### config.mk
export PLATFORM = sky130hd
export DESIGN_NAME = hazard_stall_unit
export DESIGN_NICKNAME = d
export VERILOG_FILES = /design/src/rtl/hazard_stall_unit.sv
export SDC_FILE = /design/constraint.sdc
export NUM_CORES = 1
export LEC_CHECK = 0
export CORE_MARGIN = 2
export CORE_UTILIZATION = 42
export CTS_BUF_LIST = sky130_fd_sc_hd__clkbuf_8
export CTS_CLUSTER_DIAMETER = 30
export DETAILED_ROUTE_END_ITERATION = 10
export PLACE_DENSITY = 0.79
export SLEW_MARGIN = 20
export SYNTH_ARGS = -nofsm -noshare
export SYNTH_HDL_FRONTEND = slang
export SYNTH_SLANG_ARGS = --single-unit
### constraint.sdc
create_clock -name clk -period 3.1 [get_ports clk]
set_input_delay 0.465 -clock clk [delete_from_list [all_inputs] [get_ports clk]]
set_output_delay 0.465 -clock clk [all_outputs]
set_load 0.02 [all_outputs]
### src/rtl/hazard_stall_unit.sv
// RAW hazard detector beside decode: compares used rs1/rs2 against NSTAGE writer slices.
// Optional build macro FORWARD_EN: forward-select outputs, only load-use hazards stall.
module hazard_stall_unit #(
    parameter int NSTAGE = 3,
    parameter int REGW   = 5,
    parameter int CNTW   = 32,
    localparam int SELW  = $clog2(NSTAGE + 1)
) (
    input  logic                   clk,
    input  logic                   rst,
    input  logic [31:0]            inst,
    input  logic [NSTAGE*REGW-1:0] stg_rd,
    input  logic [NSTAGE-1:0]      stg_we,
    input  logic [NSTAGE-1:0]      stg_load,
    input  logic                   flush,
    output logic                   stall,
    output logic                   bubble,
    output logic [SELW-1:0]        stall_cause,
    output logic [CNTW-1:0]        stall_cnt,
    output logic [SELW-1:0]        fwd_rs1,
    output logic [SELW-1:0]        fwd_rs2
);

    typedef enum logic {RUN, STALL} state_t;

    state_t          state;
    logic [SELW-1:0] cnt;
    logic [SELW-1:0] cause_q;

    logic [REGW-1:0] rs1;
    logic [REGW-1:0] rs2;
    logic            use_rs1;
    logic            use_rs2;
    logic            hit1;
    logic            hit2;
    logic [SELW-1:0] sel1;
    logic [SELW-1:0] sel2;
    logic            match;
    logic [SELW-1:0] match_sel;
    logic [SELW-1:0] run_len;
    logic            stall_c;
    logic [SELW-1:0] cause_c;
    logic            unused_bits;

    assign rs1         = REGW'(inst[19:15]);
    assign rs2         = REGW'(inst[24:20]);
    assign unused_bits = ^{inst[31:25], inst[14:7]};

    always_comb begin
        use_rs1 = 1'b0;
        use_rs2 = 1'b0;
        case (inst[6:0])
            7'b0110011, 7'b0100011, 7'b1100011: begin
                use_rs1 = 1'b1;
                use_rs2 = 1'b1;
            end
            7'b0010011, 7'b0000011, 7'b1100111: use_rs1 = 1'b1;
            default: ;
        endcase
    end

    // Scan from the farthest slice inward so the nearest match overwrites the rest.
    always_comb begin
        hit1 = 1'b0;
        hit2 = 1'b0;
        sel1 = '0;
        sel2 = '0;
        for (int k = NSTAGE - 1; k >= 0; k--) begin
            if (stg_we[k] && stg_rd[k*REGW +: REGW] != '0) begin
                if (use_rs1 && stg_rd[k*REGW +: REGW] == rs1) begin
                    hit1 = 1'b1;
                    sel1 = SELW'(k + 1);
                end
                if (use_rs2 && stg_rd[k*REGW +: REGW] == rs2) begin
                    hit2 = 1'b1;
                    sel2 = SELW'(k + 1);
                end
            end
        end
    end

`ifdef FORWARD_EN
    // Only a load sitting in the nearest slice cannot be forwarded in time.
    assign match     = stg_load[0] && ((hit1 && sel1 == SELW'(1)) || (hit2 && sel2 == SELW'(1)));
    assign match_sel = SELW'(1);
    assign run_len   = '0;
    assign fwd_rs1   = (hit1 && !stall_c) ? sel1 : '0;
    assign fwd_rs2   = (hit2 && !stall_c) ? sel2 : '0;
`else
    logic [SELW-1:0] near_sel;
    logic            unused_load;

    assign near_sel    = (hit1 && (!hit2 || sel1 <= sel2)) ? sel1 : sel2;
    assign match       = hit1 || hit2;
    assign match_sel   = near_sel;
    assign run_len     = SELW'(NSTAGE) - near_sel;
    assign fwd_rs1     = '0;
    assign fwd_rs2     = '0;
    assign unused_load = ^stg_load;
`endif

    always_comb begin
        stall_c = 1'b0;
        cause_c = '0;
        if (flush) begin
            stall_c = 1'b0;
        end else if (state == STALL) begin
            stall_c = 1'b1;
            cause_c = cause_q;
        end else if (match) begin
            stall_c = 1'b1;
            cause_c = match_sel;
        end
    end

    assign stall       = stall_c;
    assign bubble      = stall_c;
    assign stall_cause = cause_c;

    // run_len counts the stall cycles still owed after the detecting RUN cycle.
    always_ff @(posedge clk) begin
        if (!rst) begin
            state     <= RUN;
            cnt       <= '0;
            cause_q   <= '0;
            stall_cnt <= '0;
        end else begin
            if (stall_c && stall_cnt != '1) begin
                stall_cnt <= stall_cnt + CNTW'(1);
            end
            if (flush) begin
                state <= RUN;
                cnt   <= '0;
            end else begin
                case (state)
                    RUN: begin
                        if (match && run_len != '0) begin
                            state   <= STALL;
                            cnt     <= run_len;
                            cause_q <= match_sel;
                        end
                    end
                    STALL: begin
                        if (cnt == SELW'(1)) begin
                            state <= RUN;
                            cnt   <= '0;
                        end else begin
                            cnt <= cnt - SELW'(1);
                        end
                    end
                    default: begin
                        state <= RUN;
                        cnt   <= '0;
                    end
                endcase
            end
        end
    end

endmodule

Word level (Yosys, flattened, before mapping)
Index checks and enable logic that the tools add are counted.

Flip-flop bits (word level): 37. Bits of input ports: 56.

$add $sub $neg: 3. Order comparisons: 1. Equality and inequality tests: 15. Multiplexer cells: 39. Bitwise logic cells: 3. Reductions and logical operators: 23.

Operator list (number): 2-to-1 mux 2 bit (18); adder 32 x 1 -> 32 bit (second input constant) (1); inequality test 32 bit (second input constant) (1); == test 5 bit (6); 2-to-1 mux 1 bit (19); nonzero test 5 bit (3); == test 7 x 6 -> 1 bit (second input constant) (2); == test 7 bit (second input constant) (2); logical AND 1 bit (12); == test 7 x 2 -> 1 bit (second input constant) (1); == test 7 x 5 -> 1 bit (second input constant) (1); OR reduction 6 bit (1); case mux 2 bit (2 select lines) (1); inverter 1 bit (3); AND reduction 3 bit (1); OR reduction 3 bit (1); == test 2 x 1 -> 1 bit (second input constant) (1); less-or-equal comparator 2 bit (1); logical OR 1 bit (2); inequality test 2 bit (second input constant) (1); case mux 1 bit (2 select lines) (1); nonzero test 2 bit (1); OR reduction 2 bit (1); subtractor 2 x 1 -> 2 bit (second input constant) (1); other kinds (2) (2).

Depth between registers and ports, before layout
Depth after elaboration: 19. Depth in mapped cells: 13. Depth with buffers taken out: 13.

Least setup slack after synthesis
OpenSTA, ideal clock, no wires.

Path type: in2out. Start point: input port stg_rd[6]. End point: output port stall_cause[0]. Arrival: 3.087 ns. Path slack: -0.452 ns. Cell stages on the path: 13. Path buffers: 0. Cells stage by stage: or4_1 -> o21ai_0 -> and4b_1 -> o21ai_0 -> inv_1 -> ha_1 -> nand2_1 -> o21ai_0 -> nand3_1 -> o211ai_1 -> nor2_1 -> nand2_1 -> a21oi_1.

Longest elaborated chain between the ends: 13.

Ends and longest elaborated chain: from (decl) (RTL line 12) `input logic [NSTAGE*REGW-1:0] stg_rd,`; == test 5 bit, on equally long branches (RTL line 70, 74); logical AND 1 bit, on equally long branches (RTL line 70, 74); 2-to-1 mux 2 bit (tied with other cells) (RTL line 70) `if (use_rs1 && stg_rd[k*REGW +: REGW] == rs1) begin`; 2-to-1 mux 2 bit or 2-to-1 mux 1 bit (tied branches) (RTL line 69) `if (stg_we[k] && stg_rd[k*REGW +: REGW] != '0) begin`; 2-to-1 mux 2 bit (tied with other cells) (RTL line 70); 2-to-1 mux 2 bit or 2-to-1 mux 1 bit (tied branches) (RTL line 69); less-or-equal comparator 2 bit or logical NOT 1 bit (tied branches) (RTL line 93) `assign near_sel = (hit1 && (!hit2 || sel1 <= sel2)) ? sel1 : sel2;`; logical OR 1 bit (RTL line 93); logical AND 1 bit (RTL line 93); 2-to-1 mux 2 bit (RTL line 93); 2-to-1 mux 2 bit * (RTL line 110) `end else if (match) begin`; 2-to-1 mux 2 bit * (RTL line 107) `end else if (state == STALL) begin`; 2-to-1 mux 2 bit * (RTL line 105) `if (flush) begin`; to (decl) (RTL line 18) `output logic [SELW-1:0] stall_cause,`.

Every way passes the cells marked *; elsewhere a longest branch is shown, timed or not.

Worst setup path in the final report
Start point: input port stg_we[1]. End point: output port stall_cause[0].

Longest elaborated chain between the ends: 11.

Ends and longest elaborated chain: from (decl) (RTL line 13) `input logic [NSTAGE-1:0] stg_we,`; logical AND 1 bit * (RTL line 69); 2-to-1 mux 2 bit or 2-to-1 mux 1 bit (tied branches) (RTL line 69); 2-to-1 mux 2 bit (tied with other cells) (RTL line 70); 2-to-1 mux 2 bit or 2-to-1 mux 1 bit (tied branches) (RTL line 69); less-or-equal comparator 2 bit or logical NOT 1 bit (tied branches) (RTL line 93); logical OR 1 bit (RTL line 93); logical AND 1 bit (RTL line 93); 2-to-1 mux 2 bit (RTL line 93); 2-to-1 mux 2 bit * (RTL line 110); 2-to-1 mux 2 bit * (RTL line 107); 2-to-1 mux 2 bit * (RTL line 105).

Marked as above.

==> flow_metrics.tcl <==
set metrics [dict create \
    die_w_um 82.4 \
    min_period_over_period 1.18 \
    synth_warnings 0 \
    synth_area_leaders "dfxtp_1 (29%), xnor2_1 (12%), xor2_1 (6.1%)" \
    synth_area_leader_cell "dfxtp_1" \
    synth_top_area_frac 0.287 \
    finalWorstSetupSlack_ns -0.547 \
    synth_area_um2 2580 \
    grtUsageTotal 0.234 \
    route.detailed.drc 0 \
    place_area_um2 3720 \
    reg2reg_depth 9 \
    cts_root_buf "clkbuf_8" \
    start_util 0.436 \
    die-area_um2 6790 \
    grt_pass1_vias 2803 \
    maxCapViolCount 0 \
    p_sw_uw 284 \
    yosysMostFrequentCell "nor2_1" \
    slowest_stage "clkdlybuf4s50_1" \
    critical_path.max_stage_delay_ns 0.60 \
    grt_start_max_net_pins 33 \
    core_um2 5920 \
    synth_edf_count 0 \
    rows 28 \
    ios 96 \
    holdPathEnd "cause_q[0]$_SDFFE_PN0P_" \
    crit_chain "clkdlybuf4s50_1 -> o21ai_4 -> buf_4 -> nor4_4 -> a21o_1 -> nand2_4 -> ha_4 -> nor2b_4 -> o21ai_1 -> nand3_1 -> o211ai_1 -> nor2_2 -> nand2_2 -> a21oi_4 -> buf_6" \
    slew_violations 0 \
    cts_made_buffers 5 \
    violations "negative setup slack" \
    pwr_density_cell_nw_per_um2 272 \
    path_buf_inv 3 \
    avgSynthCellArea_um2 7.94 \
    cp_data_required_time_ns 2.63 \
    switching_share 0.253 \
    hp-class "reg -> reg" \
    gr-total-overflow 0 \
    clk_pin_slew_ns 0.08 \
    worstSkewPairLatency_ns 0.29 \
    synth_ff_type "dfxtp_1" \
    ys_types 46 \
    nNetsFinal 520 \
    p_int_uw 840 \
    fin_crit_ns 3.65 \
    syn_inst 325 \
    worstHoldStart "cause_q[0]$_SDFFE_PN0P_" \
    port_buffers 73 \
    setup_viol_count_final 6 \
    end_kind "output pin" \
    seqPwrFrac 0.423 \
    stdcell_area_um2 4130 \
    cts.htree.levels 2 \
    crit_family "simple AND/OR/NAND/NOR gates" \
    ir_drop_mv 0.308 \
    rrSetupSlack_ns 0.42 \
    finalHoldWorstSlack_ns 0.480 \
    totalWireLength_um 8550 \
    outcome "finished, violations left" \
    gp_congestion 0.879 \
    fin_worst_skew_ns 0.00535 \
    syn_to_final_growth_pct 59.9 \
    path_class "in -> out" \
    viasPerCell 5.59 \
    fin_util 0.697 \
    antennaDiodeCount 0 \
    antenna_found_initial 0 \
    ys_seq_elements 37 \
    wl_per_cell_um 16.0 \
    drive_gt1_frac 0.302 \
    worstReg2RegStart "stall_cnt[0]$_SDFFE_PN0P_" \
    hold_buffers 0 \
    drtIter0Drc 233 \
    rsz0062_at_grt "yes" \
    die_y_um 82.4 \
    critPathArrivalTime_ns 3.18 \
    dp_hpwl_um 5660 \
    async_flop_share 0 \
    hold_path_depth 2 \
    antenna_left 0 \
    pre_cts_ws_ns -1.17 \
    clkPwrFrac 0.391 \
    synth_common_cells "nor2_1 (40), dfxtp_1 (37), xnor2_1 (35), nand2_1 (25), xor2_1 (18)" \
    grt_pass1_wl_um 12300 \
    dr_total_vias 2996 \
    combPwrFrac 0.186 \
    crit_fanout 2 \
    cp-start-kind "input port" \
    max_freq_mhz 274 \
    power_leakage_nw 1.61 \
    clock_path_buffers 2 \
    firstDrtPassIters 4 \
    setup_tns_ns -1.38 \
    fillers 458 \
    hold_viol 0 \
    yosysSeqAreaShare 0.287 \
    r2r_end "stall_cnt[31]$_SDFFE_PN0P_" \
    numClockSinks 37 \
    cts_tree "yes" \
]
## worst max path at each step
stage          startpoint              to  slack, ns  cells after the start
2_1_floorplan   stg_rd[6]  stall_cause[1]      -0.06                     13
3_3_place_gp      inst[0]  stall_cause[1]      -1.04                     14
3_5_place_dp      inst[0]  stall_cause[1]      -1.17                     15
4_1_cts           inst[3]  stall_cause[1]      -0.39                     15
5_1_grt         stg_we[1]  stall_cause[0]      -0.64                     15
6_report        stg_we[1]  stall_cause[0]      -0.55                     15
## metrics by stage
| step | std cells | power [mW] |
|---|---|---|
| floorplan | 328 | 0.554 |
| global placement | 507 | 0.656 |
| detailed placement | 507 | 0.662 |
| CTS | 530 | 1.10 |
| global route | 536 | 1.16 |
| finish | 536 | 1.12 |
## cell usage in the layout (no fill, tap or decap), types with 3 or more instances in the layout
| cell | count |
|---|---|
| nand4_1 | 8 |
| and3_1 | 4 |
| xnor2_1 | 28 |
| or3_1 | 4 |
| buf_2 | 8 |
| o21ai_0 | 11 |
| clkdlybuf4s15_1 | 5 |
| nand3_1 | 9 |
| or4_4 | 6 |
| clkdlybuf4s50_1 | 37 |
| conb_1 | 4 |
| o21a_1 | 6 |
| nor3_1 | 8 |
| nor2_1 | 37 |
| and2_1 | 5 |
| dlygate4sd2_1 | 8 |
| a21oi_1 | 10 |
| inv_1 | 11 |
| nand2_1 | 23 |
| and4_1 | 7 |
| clkbuf_2 | 10 |
| xnor2_2 | 7 |
| xor2_1 | 18 |
| nor4b_1 | 4 |
| buf_4 | 59 |
| clkbuf_8 | 6 |
| buf_6 | 12 |
| dfxtp_1 | 37 |
| nor4_1 | 8 |
| a211oi_1 | 7 |
| ha_1 | 3 |
## cell families after synthesis
kind of cell / synth area share
xor gates and xnor gates: 0.180
adders and majority gates: 0.0194
muxes: 0.00388
buffers and inverters: 0.0441
AOI/OAI and AO/OA: 0.138
other: 0.00145
and+or+nand+nor: 0.327
DFF: 0.287
## flip-flops by register name, summed over array words and instances, names as in the netlist
| name | flops |
|---|---|
| cnt | 2 |
| state | 1 |
| cause_q | 2 |
| stall_cnt | 32 |
## power groups by stage
stage	clock network [mW]	registers [mW]	logic, mW
2_1_floorplan	0	0.486	0.0670
3_5_place_dp	0	0.487	0.175
3_3_place_gp	0	0.486	0.170
6_report	0.439	0.475	0.209
5_1_grt	0.463	0.475	0.222
4_1_cts	0.442	0.475	0.182
## worst register-to-register path, delay by kind of cell (launching register included)
| kind | cells | cell delay (ns) |
|---|---|---|
| simple gates | 6 | 1.73 |
| compound gates | 1 | 0.12 |
| fa+ha+maj | 1 | 0.24 |
| flops | 1 | 0.36 |
| buf+inv | 1 | 0.18 |
## layout make-up
class	count	area, µm²	share of cell area
Clock buffer	6	82.6	0.0200
Clock inverter	2	33.8	0.00819
Inverter	11	41.3	0.0100
Multi-Input combinational cell	266	1980	0.479
Sequential cell	37	741	0.180
Tap cell	75	93.8	0.0227
Timing Repair Buffer	139	1160	0.281
## what timing repair did
item / in CTS / in global routing
setup endpoints to repair: 21 / 10
gates resized for setup: 103 / 46
pin swaps: 32 / 26
endpoints found under the hold margin: 0 / 0
buffers inserted: 15 / 7
## routing by layer
metal | up-vias | wire length [µm] | track usage
li1 | 1439 | - | -
met2 | 122 | 4360 | 0.434
met1 | 1405 | 3400 | 0.255
met4 | 0 | 306 | 0.102
met5 | - | 0 | 0
met3 | 30 | 489 | 0.0467
Power figures use the tool's default switching activity.
==> RTL change 1 (same settings) <==
Add a define of `FORWARD_EN`.
--- a/src/rtl/hazard_stall_unit.sv
+++ b/src/rtl/hazard_stall_unit.sv
@@ -1,5 +1,7 @@
 // RAW hazard detector beside decode: compares used rs1/rs2 against NSTAGE writer slices.
 // Optional build macro FORWARD_EN: forward-select outputs, only load-use hazards stall.
+`define FORWARD_EN
+
 module hazard_stall_unit #(
     parameter int NSTAGE = 3,
     parameter int REGW   = 5,
Formal check against the unedited RTL: not equivalent (a bounded check fails within 4 cycles, from zero or initial values and one cycle with rst low).
==> RTL change 1 against the original RTL <==
Wire length is 26% lower; sequential share of layout area rose by 2.0 points; clock skew increased by 7.3 ps; worst setup slack better by 680 ps; sequential cell count is 2 lower; synthesized area shrank 8.7%; total power is 17% lower; design area is 15% lower.
==> RTL change 1: results (changes against the original RTL) <==
critical path's largest stage delay 550 ps (-50 ps); post-synth net total 341; layout cells sized above 1 17.8% (-12 points); dpl ws -303 ps (+867 ps); biggest regs stall_cnt: 32 flops, cnt: 2 flops, state: 1 flops; top cells by instance count after synthesis dfxtp_1, a21oi_1, xnor2_1, or3_1; VDD IR-drop max 0.000168 V (-45%); met1 GRT Util 22.8% (-2.8 points); DRT Wirelength 6310 um (-26%); Metal-1 WL 2510 um (-26%); met3 usage 4.66% (-0.015 points); Seq/Total Area, Yosys 29.7% (+1.0 points); routed length on met3 417 um (-15%); # port buffers 77 (+5.5%); first-pass GRT wire length 10400 um (-16%); Sw Share 25.3% (+0.058 points); final setup skew 12.7 ps (+7.32 ps); final setup vio count 0 (-6); xor/xnor share of the synthesized area 13.6% (-4.3 points); M2 GR Usage 38.3% (-5.1 points); Post-CTS Setup Bufs 0 (-15); pin count of the biggest net entering global routing 29 (-12%); Synth area leaders dfxtp_1, xnor2_1, xor2_1; GRT Total Usage 20.4% (-3.0 points); reg2reg path depth 7 (-2); Arrival @ worst endpoint 2510 ps (-670 ps); status finished, final reports clean; post-synthesis mux area share 0.850% (+0.46 points); Adder-Cell Fraction of Synth Area 1.06% (-0.88 points); post_cts resized 9 (-91%); post-synthesis compound-gate area fraction 20.3% (+6.6 points)
## RTL change 1: stage by stage
stage,std cells,area (um^2)
after floorplan,283,2360
after global placement,458,3410
after detailed placement,458,3410
after CTS,466,3500
after global routing,466,3500
final,466,3500
## RTL change 1: kinds of logic (layout without fill, tap and decap cells)
family | count (synthesis) | in the layout
compound gates | 70 | 70
xor+xnor | 35 | 35
fa+ha+maj | 2 | 2
buf+inv | 17 | 128
flops | 35 | 35
mux | 2 | 2
other cells | 1 | 1
simple gates | 121 | 121
## RTL change 1: power by group through the flow
stage | Combinational [uW] | Sequential [uW] | Clock, uW
floorplan | 59.6 | 460 | 0
global placement | 159 | 460 | 0
detailed placement | 162 | 460 | 0
CTS | 163 | 449 | 326
global route | 177 | 449 | 352
finish | 166 | 449 | 321
## RTL change 1: final cells by class
| cell class | count | area [um^2] |
|---|---|---|
| repair buffers | 113 | 1020 |
| well taps | 72 | 90.1 |
| clock inverters | 3 | 16.3 |
| flip-flops and latches | 35 | 701 |
| fillers | 500 | 1970 |
| multi-input cells | 231 | 1580 |
| inverters | 7 | 26.3 |
| clock buffers | 5 | 68.8 |
## RTL change 1: worst paths after layout
check / start / endpoint / slack [ps]
setup / recovery: stg_rd[2] / stall / 130
hold reg to reg: stall_cnt[19]$_SDFFE_PN0P_ / stall_cnt[19]$_SDFFE_PN0P_ / 500
hold / removal: stall_cnt[19]$_SDFFE_PN0P_ / stall_cnt[19]$_SDFFE_PN0P_ / 500
setup reg to reg: stall_cnt[20]$_SDFFE_PN0P_ / stall_cnt[15]$_SDFFE_PN0P_ / 730
## RTL change 1: critical path, delay by kind of cell
kind,cells,cell delay [ps]
and+or+nand+nor,2,730
AOI/OAI and AO/OA,2,340
buffers and inverters,4,970
==> RTL change 2 (same settings) <==
Without the edit above. Make the reset (`rst`) asynchronous in one clocked block.
--- a/src/rtl/hazard_stall_unit.sv
+++ b/src/rtl/hazard_stall_unit.sv
@@ -118,7 +118,7 @@
     assign stall_cause = cause_c;
 
     // run_len counts the stall cycles still owed after the detecting RUN cycle.
-    always_ff @(posedge clk) begin
+    always_ff @(posedge clk or negedge rst) begin
         if (!rst) begin
             state     <= RUN;
             cnt       <= '0;
Formal check against the unedited RTL: differs if rst is asserted again (counterexample within 4 cycles, from zero or initial values and one cycle with rst low); with rst held inactive, the same outputs for 10 cycles.
==> RTL change 2 against the original RTL <==
The flow still finishes with violations (negative setup slack); synthesized area decreased by 1.2%; sequential power increased by 6.9%; via count decreased by 1.9%; count of clock-buffer cells in the layout decreased by 1; clock skew increased by 2.0 ps; wire length increased by 11%; worst setup slack improved by 97 ps; critical path depth decreased by 1; total power decreased by 0.77%; first-iteration DRC count decreased by 33%; design area increased by 11%; combinational power increased by 38%; sequential cell count unchanged; global-route usage increased by 1.8 points; critical endpoint unchanged.
==> RTL change 2: results (changes against the original RTL) <==
DR vias 2939 (-1.9%); first-pass GRT wire length 13100 um (+6.5%); final setup skew 7.35 ps (+2.00 ps); wire per inst 18.6 um (+16%); layout cells sized above 1 42.4% (+12 points); NumNets Final 495 (-4.8%); Placed Area 3810 um^2 (+2.5%); Worst Setup Slack, final -450 ps (+97.2 ps); Synth area leaders dfrtp_1, xnor2_1, xor2_1; worst-path fanout max 4 (+2); violated checks negative setup slack; VDD IR-drop max 0.000213 V (-31%); static leakage 0.00205 uW (+28%); # fillers 352 (-23%); total iterations of the first detailed-routing run 5 (+1); pin count of the biggest net entering global routing 38 (+15%); Worst Hold Class primary input to async pin; reg2reg start stall_cnt[4]$_DFFE_PN0P_; Seq/Total Area, Yosys 36.3% (+7.6 points); P_int 796 uW (-5.2%); status finished with violations; vias in the first global route 2766 (-1.3%); reg2reg path depth 7 (-2); synthesized area per cell 9.41 um^2 (+19%); routability cong. 0.856 (-2.7%); Synth async-reset ratio 100% (+100 points); critical path's largest stage delay 490 ps (-110 ps); final non-filler cell total 511 (-4.7%); Netlist cell types 50 (+8.7%); reg2reg setup slack 350 ps (-70 ps); Placed Cells 469 (-7.5%); top cells by instance count after synthesis xnor2_1, dfrtp_1, nand2_1, nand3_1, xor2_1; final setup vio count 4 (-2); GRT Total Usage 25.2% (+1.8 points); placed wire-length estimate 5560 um (-1.7%); predominant post-synthesis flop cell dfrtp_1; critical-path cell with the highest stage delay or4_4; delay-heaviest family, CP simple AND/OR/NAND/NOR gates; drt first-iter violations 155 (-33%)
==> RTL change 2: cell types whose count changed after synthesis, sizes merged, moves of 7 or more <==
cell    unedited run  this run
dfrtp              0        37
dfxtp             37         0
nor2              40        11
nand3             10        22
xnor2             35        47
a211oi             7         0
a21oi             13         6
clkbuf             8         1
nor4b              7         0
==> RTL change 2: cell type report <==
| cell class | instances | area, um^2 | area share, % |
|---|---|---|---|
| sequential | 37 | 926 | 20.2 |
| multi-input combinational | 223 | 1990 | 43.4 |
| tap | 75 | 93.8 | 2.05 |
| clock buffer | 5 | 68.8 | 1.50 |
| clock inverter | 3 | 13.8 | 0.300 |
| inverter | 7 | 26.3 | 0.573 |
| timing repair buffer | 161 | 1470 | 32.0 |
==> RTL change 2: metrics by stage <==
step	worst slack, ps	setup TNS, ps	util, %	hold WS, ps
2_1_floorplan	-218	-327	-	169
3_3_place_gp	-1190	-16840	64.7	474
3_5_place_dp	-1270	-19110	64.7	490
4_1_cts	-352	-776	71.7	302
5_1_grt	-528	-2030	77.9	329
6_report	-450	-1680	77.9	279
==> RTL change 2: power by group through the flow <==
stage | Combinational, uW | Sequential (uW) | Clock, uW
floorplan | 83.4 | 521 | 0
CTS | 245 | 507 | 324
global route | 306 | 509 | 350
global placement | 213 | 516 | 0
finish | 288 | 508 | 320
detailed placement | 222 | 516 | 0
==> RTL change 2: logic make-up (layout without fill, tap and decap cells) <==
| logic type | Yosys count | count (layout) | share of synthesized area [%] |
|---|---|---|---|
| buffers and inverters | 14 | 176 | 3.09 |
| xor gates and xnor gates | 61 | 61 | 20.9 |
| and+or+nand+nor | 120 | 120 | 27.4 |
| adders and majority gates | 4 | 4 | 1.96 |
| AOI/OAI and AO/OA | 31 | 31 | 8.83 |
| muxes | 3 | 3 | 1.32 |
| other | 1 | 4 | 0.147 |
| DFF | 37 | 37 | 36.3 |
==> RTL change 2: metal layers <==
layer | up-vias | track usage, % | wire length, um
met5 | - | 0 | 0
met4 | 0 | 6.00 | 437
met3 | 49 | 3.30 | 477
met2 | 151 | 44.7 | 4960
met1 | 1443 | 32.3 | 3620
li1 | 1296 | - | -
==> RTL change 2: how the worst max path moves through the flow <==
stage / from / end / depth (start not counted)
global route: inst[24] / stall_cause[1] / 14
global placement: stg_rd[6] / stall_cause[0] / 15
finish: inst[24] / stall_cause[0] / 14
detailed placement: stg_rd[6] / stall_cause[0] / 15
CTS: stg_rd[9] / stall_cause[0] / 15
floorplan: stg_rd[6] / stall_cause[0] / 13
==> RTL change 2: timing repair <==
action | 4_1_cts | 5_1_grt
cloned | 0 | 2
endpoints found under the hold margin | 0 | 0
setup buffers | 23 | 13
pin swaps | 35 | 27
gates resized for setup | 129 | 65
setup endpoints to repair | 37 | 36
